==> src/rtl/program_loader.sv <==
// Program loader: streams PROG_LEN bytes into the CPU program memory, verifies a
// trailing mod-256 checksum byte, and releases the CPU from reset only on a match.
module program_loader #(
    parameter int PROG_LEN = 16
) (
    input  logic       clk,
    input  logic       reset,
    input  logic       start,
    input  logic       in_valid,
    input  logic [7:0] in_data,
    output logic       in_ready,
    output logic       prog_we,
    output logic [3:0] prog_addr,
    output logic [7:0] prog_data,
    output logic       cpu_reset,
    output logic       done,
    output logic       cksum_err
);

    typedef enum logic [2:0] {
        IDLE,
        LOAD,
        CHECK,
        RUN,
        ERROR
    } state_t;

    localparam logic [3:0] LAST_INDEX = 4'(PROG_LEN - 1);

    state_t     state;
    state_t     state_next;
    logic [3:0] count;
    logic [7:0] sum;
    logic       accept;
    logic       start_load;

    // Outputs decode from the state register alone, so there is no input-to-output path.
    assign in_ready   = (state == LOAD) || (state == CHECK);
    assign cpu_reset  = (state != RUN);
    assign done       = (state == RUN);
    assign cksum_err  = (state == ERROR);

    assign accept     = in_valid && in_ready;
    assign start_load = start && ((state == IDLE) || (state == RUN) || (state == ERROR));

    always_ff @(posedge clk) begin
        if (reset) state <= IDLE;
        else       state <= state_next;
    end

    always_comb begin
        // NOTE: default assigned first so no path through the case leaves state_next unassigned (no latch).
        state_next = state;
        case (state)
            IDLE, RUN, ERROR: if (start) state_next = LOAD;
            LOAD:             if (accept && (count == LAST_INDEX)) state_next = CHECK;
            CHECK:            if (accept) state_next = (in_data == sum) ? RUN : ERROR;
            default:          state_next = IDLE;
        endcase
    end

    // The write strobe trails the accepted byte by one cycle; address and data hold between writes.
    always_ff @(posedge clk) begin
        if (reset) begin
            count     <= '0;
            sum       <= '0;
            prog_we   <= 1'b0;
            prog_addr <= '0;
            prog_data <= '0;
        end else begin
            prog_we <= 1'b0;
            if (start_load) begin
                count <= '0;
                sum   <= '0;
            end else if (accept && (state == LOAD)) begin
                prog_we   <= 1'b1;
                prog_addr <= count;
                prog_data <= in_data;
                sum       <= sum + in_data;
                if (count != LAST_INDEX) count <= count + 4'd1;
            end
        end
    end

endmodule

==> config.mk <==
export PLATFORM = sky130hd
export DESIGN_NAME = program_loader
export DESIGN_NICKNAME = d
export VERILOG_FILES = /design/src/rtl/program_loader.sv
export SDC_FILE = /design/constraint.sdc
export NUM_CORES = 1
export LEC_CHECK = 0
export ABC_AREA = 1
export ABC_CLOCK_PERIOD_IN_PS = 1700
export BUFFER_PORTS_ARGS = -buffer_cell sky130_fd_sc_hd__buf_2
export CORE_MARGIN = 8
export CORE_UTILIZATION = 45
export DETAILED_ROUTE_END_ITERATION = 10
export GPL_TIMING_DRIVEN = 0
export PLACE_DENSITY = 0.67
export RECOVER_POWER = 50
export SLEW_MARGIN = 20
export SYNTH_ARGS = -nofsm -noshare
export SYNTH_HDL_FRONTEND = slang
export SYNTH_SLANG_ARGS = --single-unit
==> constraint.sdc <==
create_clock -name clk -period 1.7 [get_ports clk]
set_input_delay 0.17 -clock clk [delete_from_list [all_inputs] [get_ports clk]]
set_output_delay 0.17 -clock clk [all_outputs]
set_load 0.05 [all_outputs]
==> results, run 1 <==
- The run finished with clean final reports.
- A synthesized cell averages 6.845 sq um.
- The maximum fanout along the worst path is 6.
- The number of buffers inserted by post-CTS setup repair is 0.
- The width of the chip is 74.51 um.
- Yosys printed 0 warnings.
- The required time of the critical path is 1.53 ns.
- The via count of the first global-routing pass is 1,284.
- The routed via count is 1,412.
- The synthesized-area fraction occupied by adder cells is 7.799%.
- In this run the worst setup path begins at state[2].
- In this run the tightest slew margin relative to its limit is 60.12%.
- In this run the core area contains 21 standard-cell rows.
- The xor/xnor cell area share of the yosys netlist is 1.137%.
- The maximum achievable frequency is 0.6385 GHz.
- The count of nets left with antenna violations once routing finished came out at 0.
- The first-pass iteration count of the detailed router is 4.
- The deepest level of the CTS H-tree is 1.
- The proportion of synthesized area in mux cells is 0%.
- The worst setup path is of the reg -> out kind.
- When the netlist entered floorplanning its net count stood at 246.
- Power spread over the standard cell area amounts to 1377 nW/um^2.
- The endpoint of the worst setup timing path is in_ready.
- The worst clock skew is 0.009789 ns.
- The worst setup path is captured at an output port.
- The pin count of the biggest net entering global routing is 17.
- The synthesized netlist devotes 29.16% of its cell area to simple gates.
- Setup violations remaining at the end of the flow were counted as 0.
- The overall routing resource usage is 13.15%.
- The tool flagged a number of max-cap violations equal to 0.
- The top-level port count is 29.
- The reg-to-reg setup timing slack is 0.17 ns.
- The antenna diode count is 0.
- Clock-pin slew was measured on the worst setup and hold paths at 0.16 ns.
- The die covers 5551 sq um.
- The endpoint identified for the worst register-to-register timing path is sum[4].
- The kind of start point of the critical path is a flip-flop.
- The number of clock buffers inserted by TritonCTS is 3.
- For the pin with the worst max-slew slack, the measured transition is 0.6007 ns.
- The number of hold-slack violations in the final timing report is 0.
- After the last flow step, the layout net total stands at 279.
- The signal arrival time at the worst endpoint is 1.40 ns.
- The number of hold buffers added after CTS was 0.
- Total power for the finished layout comes to 2.415 mW.
- Summed over all layers, the global routing overflow is 0.
- Setup repair after global routing left no endpoint under its margin.
- The first global-routing pass estimated 5713 um of wire.
- The unique cell type count in the Yosys netlist is 23.
- The initial standard-cell utilization of the core is 46.52%.
- The cell leakage power is 0.8963 nW.
- The fraction of the yosys area taken by sequential cells is 36.39%.
- In the final timing run, aggregate negative setup slack is 0 ns.
- The number of antenna violations at the first check in global routing is 0.
- The number of remaining DRC errors is 0.
- Clock latency on the worst-skew pair, taken at its later pin, is 0.34 ns.
- The depth of the worst register-to-register path is 10.
- The starting DRC count in detailed routing is 95.
- The launching point of the worst reg2reg path is sum[0].
- The number of gates resized after CTS is 0.
- After synthesis, the largest family of logic cells by area is simple AND/OR/NAND/NOR gates.
- The number of instances in the synthesized netlist is 225.
- The tree built by TritonCTS fans out to 28 sinks.
- Synthesis inferred 28 register bits.
- The average via count per standard cell is 4.660.
- The wire length after detailed routing is 3442 um.
- The number of slew-limit violations in the final report is 0.
- The buffer depth of the longest clock path is 2.
- The wire-length estimate of the detail-placed layout is 2648 um.
- The routed design could run at a clock period as short as 1.566 ns.
- The final design utilization is 52.99%.
- Across the VDD grid, the largest voltage drop is 0.0007548 V.
- The worst hold path belongs to the class in -> reg.
- The region available for standard cell placement spans 3311 sq um.
- The synthesized-area fraction occupied by ao, oa, aoi and oai cells is 13.08%.
- The average routed wire per standard cell is 11.36 um.
- The height of the chip is 74.51 um.
- The cell sitting at the root of the clock tree is a sky130_fd_sc_hd__clkbuf_4.
- In the final layout, the share of cells above drive strength 1 is 11.28%.
- The global placement routability congestion is 0.8771.
- The CTS tree is built.
- The number of buffer cells added on primary ports is 28.
- From synthesis to final layout, the design area changed by 13.89%.
- The cell area that synthesis handed to floorplanning was 1540 sq um.
- The share of the clock period used by the worst path is 92.12%.
[metal layers]
| layer | share of wire [%] | routed length, um | GRT usage, % |
|---|---|---|---|
| met4 | 1.2 | 41 | 5.217 |
| met5 | 0 | 0 | 0 |
| met2 | 41 | 1401 | 19.55 |
| met1 | 53 | 1813 | 17.90 |
| met3 | 5.4 | 185 | 2.695 |
[placed cells by master, fill, tap and decap left out, drive strengths merged]
| cell type | n |
|---|---|
| inv | 37 |
| nor2 | 38 |
| buf | 17 |
| nand3b | 1 |
| nand3 | 17 |
| fa | 1 |
| ha | 8 |
| dfxtp | 28 |
| bufinv | 1 |
| xnor2 | 1 |
| nand2 | 46 |
| nand4 | 3 |
| clkbuf | 19 |
| xor2 | 1 |
| clkinv | 1 |
| o21ai | 21 |
| a21oi | 17 |
[report_power, final]
part	leakage [nW]	internal, mW	switching (mW)
clock network	0.0279	0.238	0.218
registers	0.228	0.776	0.0663
logic	0.641	0.297	0.820
[how the worst min path moves through the flow]
stage	start	to	slack (ns)	cells after the start
after floorplan	reset	state[0]	0.24	1
after global placement	in_data[2]	prog_data[2]	0.43	3
after detailed placement	in_data[4]	prog_data[4]	0.43	3
after CTS	reset	state[1]	0.07	2
after global routing	in_data[4]	prog_data[4]	0.08	3
final	reset	state[1]	0.07	2
[metrics by stage]
step	area, sq um	instances	worst slack (ns)	hold slack [ns]
after floorplan	1540	225	0.1143	0.2391
after global placement	1738	299	0.1847	0.4346
after detailed placement	1738	299	0.1935	0.4276
after CTS	1790	303	0.1629	0.06761
after global routing	1754	303	0.02296	0.07786
final	1754	303	0.1339	0.07271
[synthesized netlist by cell type (all sizes together)]
| cell | count | area share (%) |
|---|---|---|
| nand3b | 1 | 0.49 |
| nor2 | 38 | 10 |
| o21ai | 21 | 6.8 |
| fa | 1 | 1.3 |
| nand2 | 46 | 12 |
| xor2 | 1 | 0.57 |
| xnor2 | 1 | 0.57 |
| clkinv | 1 | 0.24 |
| buf | 4 | 2.9 |
| ha | 8 | 6.5 |
| a21oi | 17 | 6.3 |
| nand3 | 17 | 5.8 |
| dfxtp | 28 | 36 |
| clkbuf | 1 | 0.24 |
| nand4 | 3 | 1.2 |
| inv | 37 | 9.0 |
[final cells by class]
type	count	area [sq um]
fillers	360	1556
multi-input cells	154	780.7
flip-flops and latches	28	560.5
inverters	38	142.6
repair buffers	28	123.9
well taps	46	57.56
plain buffers	5	36.28
clock inverters	1	30.03
clock buffers	3	22.52
[registers in the layout, indices dropped and copies added (netlist names)]
register and cells:
prog_data 8, count 4, prog_addr 4, sum 8
prog_we 1, state 3
[worst max-delay path: stages, from the launching register on]
cell and delay [ns]:
sky130_fd_sc_hd__dfxtp_1 0.33, sky130_fd_sc_hd__inv_1 0.15, sky130_fd_sc_hd__nand3_1 0.19, sky130_fd_sc_hd__nand2_1 0.13, sky130_fd_sc_hd__buf_2 0.27
[logic make-up (layout without fill, tap and decap cells)]
kind of cell | Yosys count | in the layout
xor gates and xnor gates | 2 | 2
adders and majority gates | 9 | 9
AOI/OAI and AO/OA | 38 | 38
and+or+nand+nor | 105 | 105
buffers and inverters | 43 | 75
DFF | 28 | 28
No activity file was read; power rests on OpenSTA's default activity.
==> run 2, diff against run 1 <==
Settings changed: CELL_PAD_IN_SITES_DETAIL_PLACEMENT set to 0, CELL_PAD_IN_SITES_GLOBAL_PLACEMENT set to 1, CORE_UTILIZATION 45 to 38, PLACE_DENSITY 0.67 to not set, PLACE_DENSITY_LB_ADDON set to 0.1, SLEW_MARGIN 20 to 5.
==> run 2 against run 1 <==
Compared with the run above:
- die area is 14% higher
- critical path depth rose by 5
- flip-flop and latch count unchanged
- routed wire length up 8.3%
- via count grew 0.71%
- worst hold slack better by 0.073 ns
- global-route usage is 0.30 points lower
- clock skew down 0.0054 ns
- sequential share of layout area is 0.25 points higher
- non-clock buffer count did not move
- worst setup slack improved by 0.0097 ns
- final cell count is 0.99% higher
- highest routed layer unchanged
==> results, run 2 (synthesized netlist as in run 1, its figures left out) <==
- The required time of the critical path is 1.89 ns (+0.36 ns).
- The average via count per standard cell is 4.647 (-0.28%).
- The worst setup path is of the reg -> reg kind.
- The launching point of the worst reg2reg path is sum[0].
- The clock-pin slew of the registers on the worst-case setup and hold paths came to 0.10 ns (-0.06 ns).
- The clock latency at the later pin of the worst-skew pair is 0.28 ns (-0.06 ns).
- STA classifies the critical path startpoint as a flip-flop.
- The combined area of the multi-input logic cells is 780.7 sq um (unchanged).
- The worst setup path is captured at a flip-flop.
- The maximum fanout along the worst path is 3 (-3).
- The endpoint of the most critical register-to-register path is sum[6].
- The top-level port count is 29 (unchanged).
- The total chip power is 2.335 mW (-3.3%).
- The pin count of the biggest net entering global routing is 15 (-2).
- The number of buffer cells added on primary ports came to 28 (unchanged).
- The flow ran to the end, and the final reports show no timing, DRC or antenna violations.
- The number of hold-slack violations in the final timing report came to 0 (unchanged).
- The starting DRC count in detailed routing is 70 (-26%).
- The maximum achievable frequency came to 0.6425 GHz (+0.62%).
- The routed via count came to 1,422 (+0.71%).
- In this run the most critical hold path is launched from in_data[6].
- The initial standard-cell utilization of the core came to 39.07% (-7.5 points).
- In the final layout, the registers with the most flip-flops are prog_data x8, sum x8.
- The leading cell type in the layout, fill and taps excluded is sky130_fd_sc_hd__nand2_1.
- The filler cell count in the final layout is 434 (+21%).
- The antenna diode count is 0 (unchanged).
- The overall routing resource usage is 12.85% (-0.30 points).
- The total buffers and inverters traversed by the critical path is 3 (+1).
- The slowest stage of the critical path belongs to the cell sky130_fd_sc_hd__fa_1.
- The area growth from synthesis to layout is 13.00%.
- The max-slew headroom at the worst pin is 59.16% (-0.96 points).
- The post-layout worst setup margin came to 0.1436 ns (+0.009725 ns).
- The post-place setup slack is 0.1524 ns (-0.04115 ns).
- The number of remaining DRC errors is 0 (unchanged).
- The CTS tree is built.
- The share of the clock period used by the worst path is 91.55% (-0.57 points).
- The final-report setup violation count is 0 (unchanged).
- The global placement routability congestion was 0.7557 (-14%).
- The number of buffers inserted by post-CTS setup repair is 0 (unchanged).
- The setup total negative slack came to 0 ns (unchanged).
- The average routed wire per standard cell was 12.18 um (+7.2%).
- The number of clock buffers inserted by TritonCTS is 3 (unchanged).
- The worst hold path terminates at prog_data[6].
- CTS placed an instance of sky130_fd_sc_hd__clkbuf_8 at the clock tree root.
- The wire length of the first global-routing pass came to 6534 um (+14%).
- The depth of the worst register-to-register path is 9 (-1).
- The placed wire-length estimate is 2820 um (+6.5%).
- The number of antenna violations at the first check in global routing was 0 (unchanged).
- The wire length after detailed routing was 3728 um (+8.3%).
- The placement row count was 23 (+9.5%).
- The maximum vdd drop is 0.0006068 V (-20%).
- The leftover overflow at the end of global routing is 0 (unchanged).
- The reg-to-reg setup timing slack is 0.14 ns (-0.03 ns).
- The total clock sinks came to 28 (unchanged).
- The number of slew-limit violations in the final report is 0 (unchanged).
- Leaving out fill and tap cells, the most frequent cells in the layout are 45 x sky130_fd_sc_hd__nand2_1, 35 x sky130_fd_sc_hd__nor2_1, 34 x sky130_fd_sc_hd__inv_1.
- Setup repair after global routing left no endpoint under its margin.
- The number of nets in the layout was 279 (unchanged).
- The deepest level of the CTS H-tree is 1 (unchanged).
- The instance area after placement is 1743 sq um (+0.29%).
- The width of the chip is 79.67 um (+6.9%).
- The height of the chip came to 79.67 um (+6.9%).
- The first-pass iteration count of the detailed router was 4 (unchanged).
- Traced cell by cell, the critical path runs through ha_1 -> inv_1 -> fa_1 -> inv_2 -> nand4_1 -> nand4_1 -> nand3_1 -> nand2_1 -> inv_1.
- The signal arrival time at the worst endpoint is 1.75 ns (+0.35 ns).
- The layout cell share with drive strength beyond 1 is 11.33% (+0.044 points).
- The worst clock skew is 0.004403 ns (-0.005386 ns).
- The area of the placeable core is 3943 sq um (+19%).
- The actual slew at the worst max-slew pin came to 0.6152 ns (+0.01452 ns).
- The cell leakage power is 0.8855 nW (-1.2%).
- In this run the worst hold path is classified as in -> reg.
- The die area came to 6347 sq um (+14%).
- The register cell area after layout came to 560.5 sq um (unchanged).
- The number of instances on the worst hold path is 3 (+1).
- The kind of cell with the highest combined delay on the critical path is adder cells.
- The peak per-stage delay on the critical path is 0.40 ns (+0.07 ns).
- The via count of the first global-routing pass came to 1,388 (+8.1%).
- The total of max-cap violations came to 0 (unchanged).
- The area of all placed cells without fillers came to 1740 sq um (-0.78%).
- The buffer depth of the longest clock path is 2 (unchanged).
- The number of nets still failing antenna checks after routing came to 0 (unchanged).
- The post-layout minimum cycle time is 1.556 ns (-0.009725 ns).
- The ratio of total power to cell area is 1342 nW/um^2 (-2.5%).
-- run 2: cell count changes in the layout (fill, tap and decap cells not counted), sizes merged --
cell	before	now
bufinv	1	0
clkbuf	19	21
buf	17	15
-- run 2: final cells by class --
type,count,share of cell area (%)
clock buffer,3,2.372
timing repair buffer,28,7.045
buffer,5,1.725
sequential,28,32.21
tap,50,3.595
multi-input combinational,154,44.86
inverter,38,8.196
-- run 2: tightest hold or removal path: stages --
cell and delay [ns]:
sky130_fd_sc_hd__buf_2 0.09, sky130_fd_sc_hd__nor2_1 0.04, sky130_fd_sc_hd__nor2_1 0.08
-- run 2: worst max path at each step --
| stage | depth (start not counted) | slack, ns | to | start |
|---|---|---|---|---|
| 2_1_floorplan | 8 | 0.11 | state[2] | state[2] |
| 3_3_place_gp | 9 | 0.15 | sum[6] | sum[0] |
| 3_5_place_dp | 9 | 0.15 | sum[6] | sum[0] |
| 4_1_cts | 9 | 0.14 | sum[6] | sum[0] |
| 5_1_grt | 9 | 0.01 | sum[6] | sum[0] |
| 6_report | 9 | 0.14 | sum[6] | sum[0] |
-- run 2: metal layers --
metal  wire length, um  GRT usage [%]  up-vias  share of wire, %
li1                  -              -      772                 -
met1              1909          16.38      615                51
met2              1611          21.03       31                43
met3               167          2.703        4               4.5
met4                40          3.889        0               1.1
met5                 0              0        -                 0
-- run 2: stage by stage --
stage / util, % / hold slack [ns] / instances
floorplan: - / 0.2391 / 225
global placement: 44.21 / 0.4310 / 303
detailed placement: 44.21 / 0.4281 / 303
CTS: 45.26 / 0.1465 / 306
global route: 44.14 / 0.1538 / 306
finish: 44.14 / 0.1456 / 306
-- run 2: repair_timing --
action,in CTS,in global routing
gates resized for setup,0,1
hold buffers,0,0
setup endpoints to repair,0,1
endpoints found under the hold margin,0,0
-- run 2: power by group --
group / internal (mW) / switching, mW
registers: 0.776 / 0.0698
logic: 0.289 / 0.830
clock network: 0.159 / 0.210
total: 1.22 / 1.11
